### src/rtl/nrf_pkg.sv
// Shared definitions for the nRF24L01 link blocks: wait FSM states and default timeout.
package nrf_pkg;

  localparam int unsigned NRF_DEFAULT_TIMEOUT = 100000;

  typedef enum logic [0:0] {
    WAIT_IDLE  = 1'b0,
    WAIT_ARMED = 1'b1
  } wait_state_e;

endpackage

### src/rtl/nrf_irq_sync.sv
// Two-flop synchronizer for an active-low pad input, producing an active-high level.
// Optional glitch filter compiled in with NRF_IRQ_FILTER_EN (FILTER_LEN consecutive lows).
module nrf_irq_sync #(
  parameter int unsigned FILTER_LEN = 4
) (
  input  logic clk,
  input  logic rst,
  input  logic pin_n,
  output logic irq
);

  logic sync_1;
  logic sync_2;

  // Flops reset to the deasserted (high) pad level.
  always_ff @(posedge clk) begin
    if (rst) begin
      sync_1 <= 1'b1;
      sync_2 <= 1'b1;
    end else begin
      sync_1 <= pin_n;
      sync_2 <= sync_1;
    end
  end

`ifdef NRF_IRQ_FILTER_EN
  localparam int unsigned FW       = (FILTER_LEN > 1) ? $clog2(FILTER_LEN) : 1;
  localparam int unsigned LEN_EFF  = (FILTER_LEN < 1) ? 1 : FILTER_LEN;
  localparam logic [FW-1:0] CNT_TOP = FW'(LEN_EFF - 1);

  // Counts prior consecutive low samples; a high sample restarts the run.
  logic [FW-1:0] low_cnt;

  always_ff @(posedge clk) begin
    if (rst || sync_2) begin
      low_cnt <= '0;
    end else if (low_cnt != CNT_TOP) begin
      low_cnt <= low_cnt + FW'(1);
    end
  end

  assign irq = ~sync_2 && (low_cnt == CNT_TOP);
`else
  logic filter_len_unused;
  assign filter_len_unused = (FILTER_LEN == 0);
  assign irq = ~sync_2;
`endif

endmodule

### src/rtl/nrf_irq_wait.sv
// Event-wait timer: waits for the nRF IRQ pin with a bounded timeout and reports the outcome.
// Input filtering is enabled by defining NRF_IRQ_FILTER_EN.
module nrf_irq_wait
  import nrf_pkg::*;
#(
  parameter int unsigned TIMEOUT_CYCLES = NRF_DEFAULT_TIMEOUT,
  parameter int unsigned CNT_W          = 32,
  parameter int unsigned FILTER_LEN     = 4
) (
  input  logic             i_Clk,
  input  logic             i_Rst,
  input  logic             i_Start,
  input  logic             i_Abort,
  input  logic             i_Irq_N,
  output logic             o_Busy,
  output logic             o_Done,
  output logic             o_Event,
  output logic             o_Timeout,
  output logic [CNT_W-1:0] o_Elapsed
);

  localparam logic [CNT_W-1:0] LAST_CNT = CNT_W'(TIMEOUT_CYCLES - 1);

  wait_state_e state;
  logic        irq;

  nrf_irq_sync #(
    .FILTER_LEN(FILTER_LEN)
  ) u_sync (
    .clk  (i_Clk),
    .rst  (i_Rst),
    .pin_n(i_Irq_N),
    .irq  (irq)
  );

  // Wait FSM; abort > restart > irq > timeout > count, timeout compare before increment.
  always_ff @(posedge i_Clk) begin
    if (i_Rst) begin
      state     <= WAIT_IDLE;
      o_Busy    <= 1'b0;
      o_Done    <= 1'b0;
      o_Event   <= 1'b0;
      o_Timeout <= 1'b0;
      o_Elapsed <= '0;
    end else begin
      o_Done <= 1'b0;
      case (state)
        WAIT_IDLE: begin
          if (i_Abort) begin
            o_Event   <= 1'b0;
            o_Timeout <= 1'b0;
          end else if (i_Start) begin
            state     <= WAIT_ARMED;
            o_Busy    <= 1'b1;
            o_Elapsed <= '0;
            o_Event   <= 1'b0;
            o_Timeout <= 1'b0;
          end
        end
        WAIT_ARMED: begin
          if (i_Abort) begin
            state     <= WAIT_IDLE;
            o_Busy    <= 1'b0;
            o_Event   <= 1'b0;
            o_Timeout <= 1'b0;
          end else if (i_Start) begin
            o_Elapsed <= '0;
          end else if (irq) begin
            state   <= WAIT_IDLE;
            o_Busy  <= 1'b0;
            o_Event <= 1'b1;
            o_Done  <= 1'b1;
          end else if (o_Elapsed == LAST_CNT) begin
            state     <= WAIT_IDLE;
            o_Busy    <= 1'b0;
            o_Timeout <= 1'b1;
            o_Done    <= 1'b1;
          end else begin
            o_Elapsed <= o_Elapsed + CNT_W'(1);
          end
        end
        default: begin
          state  <= WAIT_IDLE;
          o_Busy <= 1'b0;
        end
      endcase
    end
  end

endmodule

### config.mk
export PLATFORM = sky130hd
export DESIGN_NAME = nrf_irq_wait
export DESIGN_NICKNAME = d
export VERILOG_FILES = /design/src/rtl/nrf_pkg.sv /design/src/rtl/nrf_irq_sync.sv /design/src/rtl/nrf_irq_wait.sv
export SDC_FILE = /design/constraint.sdc
export NUM_CORES = 1
export LEC_CHECK = 0
export CORE_ASPECT_RATIO = 1.75
export CORE_MARGIN = 2
export CORE_UTILIZATION = 47
export DETAILED_ROUTE_END_ITERATION = 16
export PLACE_DENSITY = 0.76
export SETUP_SLACK_MARGIN = 0.15
export SYNTH_ARGS = -nofsm -noshare
export SYNTH_HDL_FRONTEND = slang
export SYNTH_SLANG_ARGS = --single-unit
### constraint.sdc
create_clock -name i_Clk -period 2 [get_ports i_Clk]
set_input_delay 0.4 -clock i_Clk [delete_from_list [all_inputs] [get_ports i_Clk]]
set_output_delay 0.4 -clock i_Clk [all_outputs]
set_load 0.01 [all_outputs]
==> summary by stage <==
Floorplan
The floorplan step set the die width to 56.2 um. The total I/O pin count is 41. Once the floorplan was initialized, standard cells occupied 48.4% of the core. The die covers 5350 sq um. In this run the core area contains 33 standard-cell rows. The die height is 95.3 um. After floorplanning, the core was sized to cover 4620 sq um.

Worst setup path
In this run the critical register-to-register path is launched from o_Elapsed[20]. The largest fanout of any net on the critical path is 9. The register-to-register setup slack is -110 ps. The capture point of the worst reg-to-reg path is o_Elapsed[14]. Counting stages on the worst path, the most repeated cell is buf_4. STA puts the critical path data required time at 2190 ps. The path depth of the worst reg2reg path is 8. The worst setup path is launched from a register.

The longest individual stage delay on the worst path is 350 ps. On the critical path, the stage with the largest delay is an instance of dfxtp_1. Data arrives at the worst endpoint at 2300 ps. Walking the worst path, the cells encountered are nor4_2 > nand4_1 > buf_4 > o211ai_1 > buf_4 > buf_6 > nor3_2 > o221a_1. The kind of capture point of the worst setup path is a register. The worst setup path is of the register to register kind.

Final layout
The area growth from synthesis to layout is 74.2%. Measured on the finished design, the core utilization comes to 84.3%. 0 antenna diodes ended up in the layout. The fraction of layout instances using a drive strength above 1 is 42.2%. The layout filler cell count is 245.

The number of nets at the end of the flow is 411.

Outcome
The final reports fail on setup timing. The flow ran to the end, but the final reports show violations.

Route
The routed wire length is 10,300 um. The wire length per cell is 22.5 um. The detail route stage leaves a number of antenna-violating nets equal to 0. The routed layout has 3,209 vias.

The detailed-routing iteration count for the pre-antenna-repair pass is 5. For this run, design rule violations remaining after detail routing come to 0. The vias per cell is 7.02. For this block, the initial DRC count from the detailed router was 301.

STA
The shortest clock period the worst path allows after layout is 2110 ps. The number of slew-limit violations in the final report is 0. The transition time of the tightest slew-check pin is 497 ps. The final-report setup violation count is 25.

Of the available clock period, the critical path in the final layout requires 106%. The hold violation total from the final report is 0. The setup skew after layout is 7.35 ps. The worst pin sits at a relative slew slack of 66.9%. Based on the critical path, the design can be clocked at up to 473 MHz. Setup repair after global routing could not meet its margin everywhere. In the post-route analysis, the smallest setup slack over all paths is -113 ps. The worst hold slack is 418 ps.

Clocking
The deepest level of the CTS H-tree is 2. Counting every sink on the clock net gives 39. For the worst-skew pair, the clock arrives at the later sink with an insertion delay of 300 ps.

No sink is reached through more buffers than the 2 on the longest clock path. The number of buffers created by CTS is 5. After clock tree synthesis, the clock-pin slew on the worst setup and hold paths is 90 ps. The cell at the root of the clock tree is clkbuf_8. TritonCTS built the clock tree. The number of hold buffers added after CTS was 0.

Placement
At the end of routability-driven placement, the weighted congestion stood at 0.957. During placement, the flow inserted port buffers numbering 40. Detailed placement ended at an HPWL of 5890 um. OpenSTA, run right after detailed placement, puts the worst setup slack at -285 ps.

Yosys
After synthesis, the netlist uses 47 different library cells. In the synthesized netlist the dominant register cell turns out to be dfxtp_1. The share of flip-flops with an asynchronous set or reset after synthesis is 0%. The number of cells produced by synthesis is 282. The number of warnings reported in the yosys synthesis log is 0. The average instance in the mapped netlist occupies 7.93 sq um. When the netlist entered floorplanning its net count stood at 288.

The synthesized design contains 0 enable-type register cells. The register bit total from synthesis is 39. The total standard cell area after synthesis is 2240 sq um.

The proportion of synthesized chip area in sequential cells is 34.9%.

Pwr
Cell internal power was estimated by the tool at 0.00114 W. The switching power is 0.000425 W. In this run, the clock network consumes 36.7% of the power.

Combinational logic is responsible for 13.3% of the overall power. The overall power is 0.00156 W. The static leakage is 1.44 nW.

Dividing total power by cell area gives a power density of 401 nW/um^2. Across the VDD grid, the largest voltage drop is 0.000439 V. The switching share of power is 27.2%. The sequential share of power is 50.0%.

Global route
The via count of the first global-routing pass is 2,987. The number of antenna violations at the first check in global routing is 0. Entering global routing, the biggest net connects 15 pins. After global routing the overflow that remains totals 0. In the global route stage, overall resource usage came out at 33.0%. The first global-routing pass estimated 13,900 um of wire.

Job
The reported max-cap violation count is 0.

Worst hold path
Along the worst hold path, the cell count comes to 1. The type of the most critical hold path is register to register. The worst hold path begins at u_sync.sync_1. The worst hold path terminates at u_sync.sync_2.
[layout make-up]
| type | count | area [sq um] | share of cell area, % |
|---|---|---|---|
| inverter | 13 | 48.8 | 1.25 |
| sequential | 39 | 798 | 20.5 |
| timing repair buffer | 136 | 1210 | 31.1 |
| multi-input combinational | 210 | 1690 | 43.2 |
| tap | 52 | 65.1 | 1.67 |
| clock buffer | 6 | 82.6 | 2.12 |
| clock inverter | 1 | 5.00 | 0.128 |
[stage by stage]
step | setup TNS [ps] | std cells | instance area [sq um]
4_1_cts | 0 | 450 | 3580
6_report | -1450 | 457 | 3900
3_3_place_gp | -2210 | 433 | 3250
5_1_grt | -3020 | 457 | 3900
2_1_floorplan | 0 | 282 | 2270
3_5_place_dp | -3040 | 433 | 3250
[per-layer routing]
layer  up-vias  global-route usage (%)  routed length (um)  share of wire, %
met3        92                    5.70                 964               9.4
met1      1490                    35.9                3500                34
met2       281                    57.4                4930                48
met5         -                       0                   0                 0
li1       1346                       -                   -                 -
met4         0                    23.0                 899               8.7
[critical path: cells and delay by family (launching register included)]
kind            cells  cell delay [ps]
flops               1              350
buf+inv             3              590
compound gates      2              470
simple gates        3              590
[synth_stat cells, types with 4 or more instances]
cell      count  area share (%)
nand2_1      18             3.0
nand2b_1      4             1.1
o211ai_1      4             1.3
nor2_1       16             2.7
or4_1         9             3.0
inv_1        13             2.2
o32ai_1       8             3.1
or3_1         4             1.1
and4_1        6             2.3
clkbuf_1     14             2.3
nor3_1        4            0.89
nand4_1      13             3.6
a221oi_1      4             1.6
and3_1        5             1.4
a311oi_1      4             1.6
a31oi_1       6             1.7
dfxtp_1      39              35
nor4_1        6             1.7
nand3_1      36             8.1
o21ai_1       8             1.8
buf_2         6             1.3
a21oi_1      19             4.3
[state kept, by name, indices dropped and copies added (netlist names)]
| register | flops |
|---|---|
| o_Elapsed | 32 |
| o_Busy | 1 |
| o_Done | 1 |
| o_Event | 1 |
| o_Timeout | 1 |
| state | 1 |
| u_sync.sync_1 | 1 |
| u_sync.sync_2 | 1 |
[power by group through the flow]
stage / clock [W] / combinational [W] / sequential [W]
floorplan: 0 / 0.0000731 / 0.000800
global placement: 0 / 0.000151 / 0.000800
detailed placement: 0 / 0.000152 / 0.000800
CTS: 0.000553 / 0.000166 / 0.000783
global route: 0.000587 / 0.000214 / 0.000782
finish: 0.000574 / 0.000208 / 0.000782
[cell usage in the layout, fill, tap and decap left out, types with 7 or more instances in the layout]
master	count
a21oi_1	7
a21oi_2	11
buf_4	74
buf_6	21
clkdlybuf4s50_1	40
dfxtp_1	31
inv_1	13
nand2_1	17
nand3_1	29
nand4_1	13
nor2_1	15
[worst max path at each step]
| stage | startpoint | to | slack [ps] |
|---|---|---|---|
| floorplan | o_Elapsed[4] | o_Elapsed[26] | 150 |
| CTS | o_Elapsed[0] | o_Elapsed[16] | 5 |
| detailed placement | i_Start | o_Elapsed[12] | -290 |
| finish | o_Elapsed[20] | o_Elapsed[14] | -110 |
| global placement | i_Start | o_Elapsed[12] | -220 |
| global route | o_Elapsed[28] | o_Elapsed[21] | -180 |
[repair_timing]
item / 4_1_cts / 5_1_grt
buffers inserted: 10 / 7
pin swaps: 22 / 33
endpoints found under the hold margin: 0 / 0
endpoints found under the setup margin: 35 / 35
gates resized for setup: 31 / 57
gates cloned: 0 / 0
[cell families after synthesis]
logic type,share of synthesized area [%]
AO/OA/AOI/OAI,23.3
adder cells (fa/ha/maj),0.559
buffers and inverters,5.87
flip-flops,34.9
AND/OR/NAND/NOR,35.4
Power figures use the tool's default switching activity.
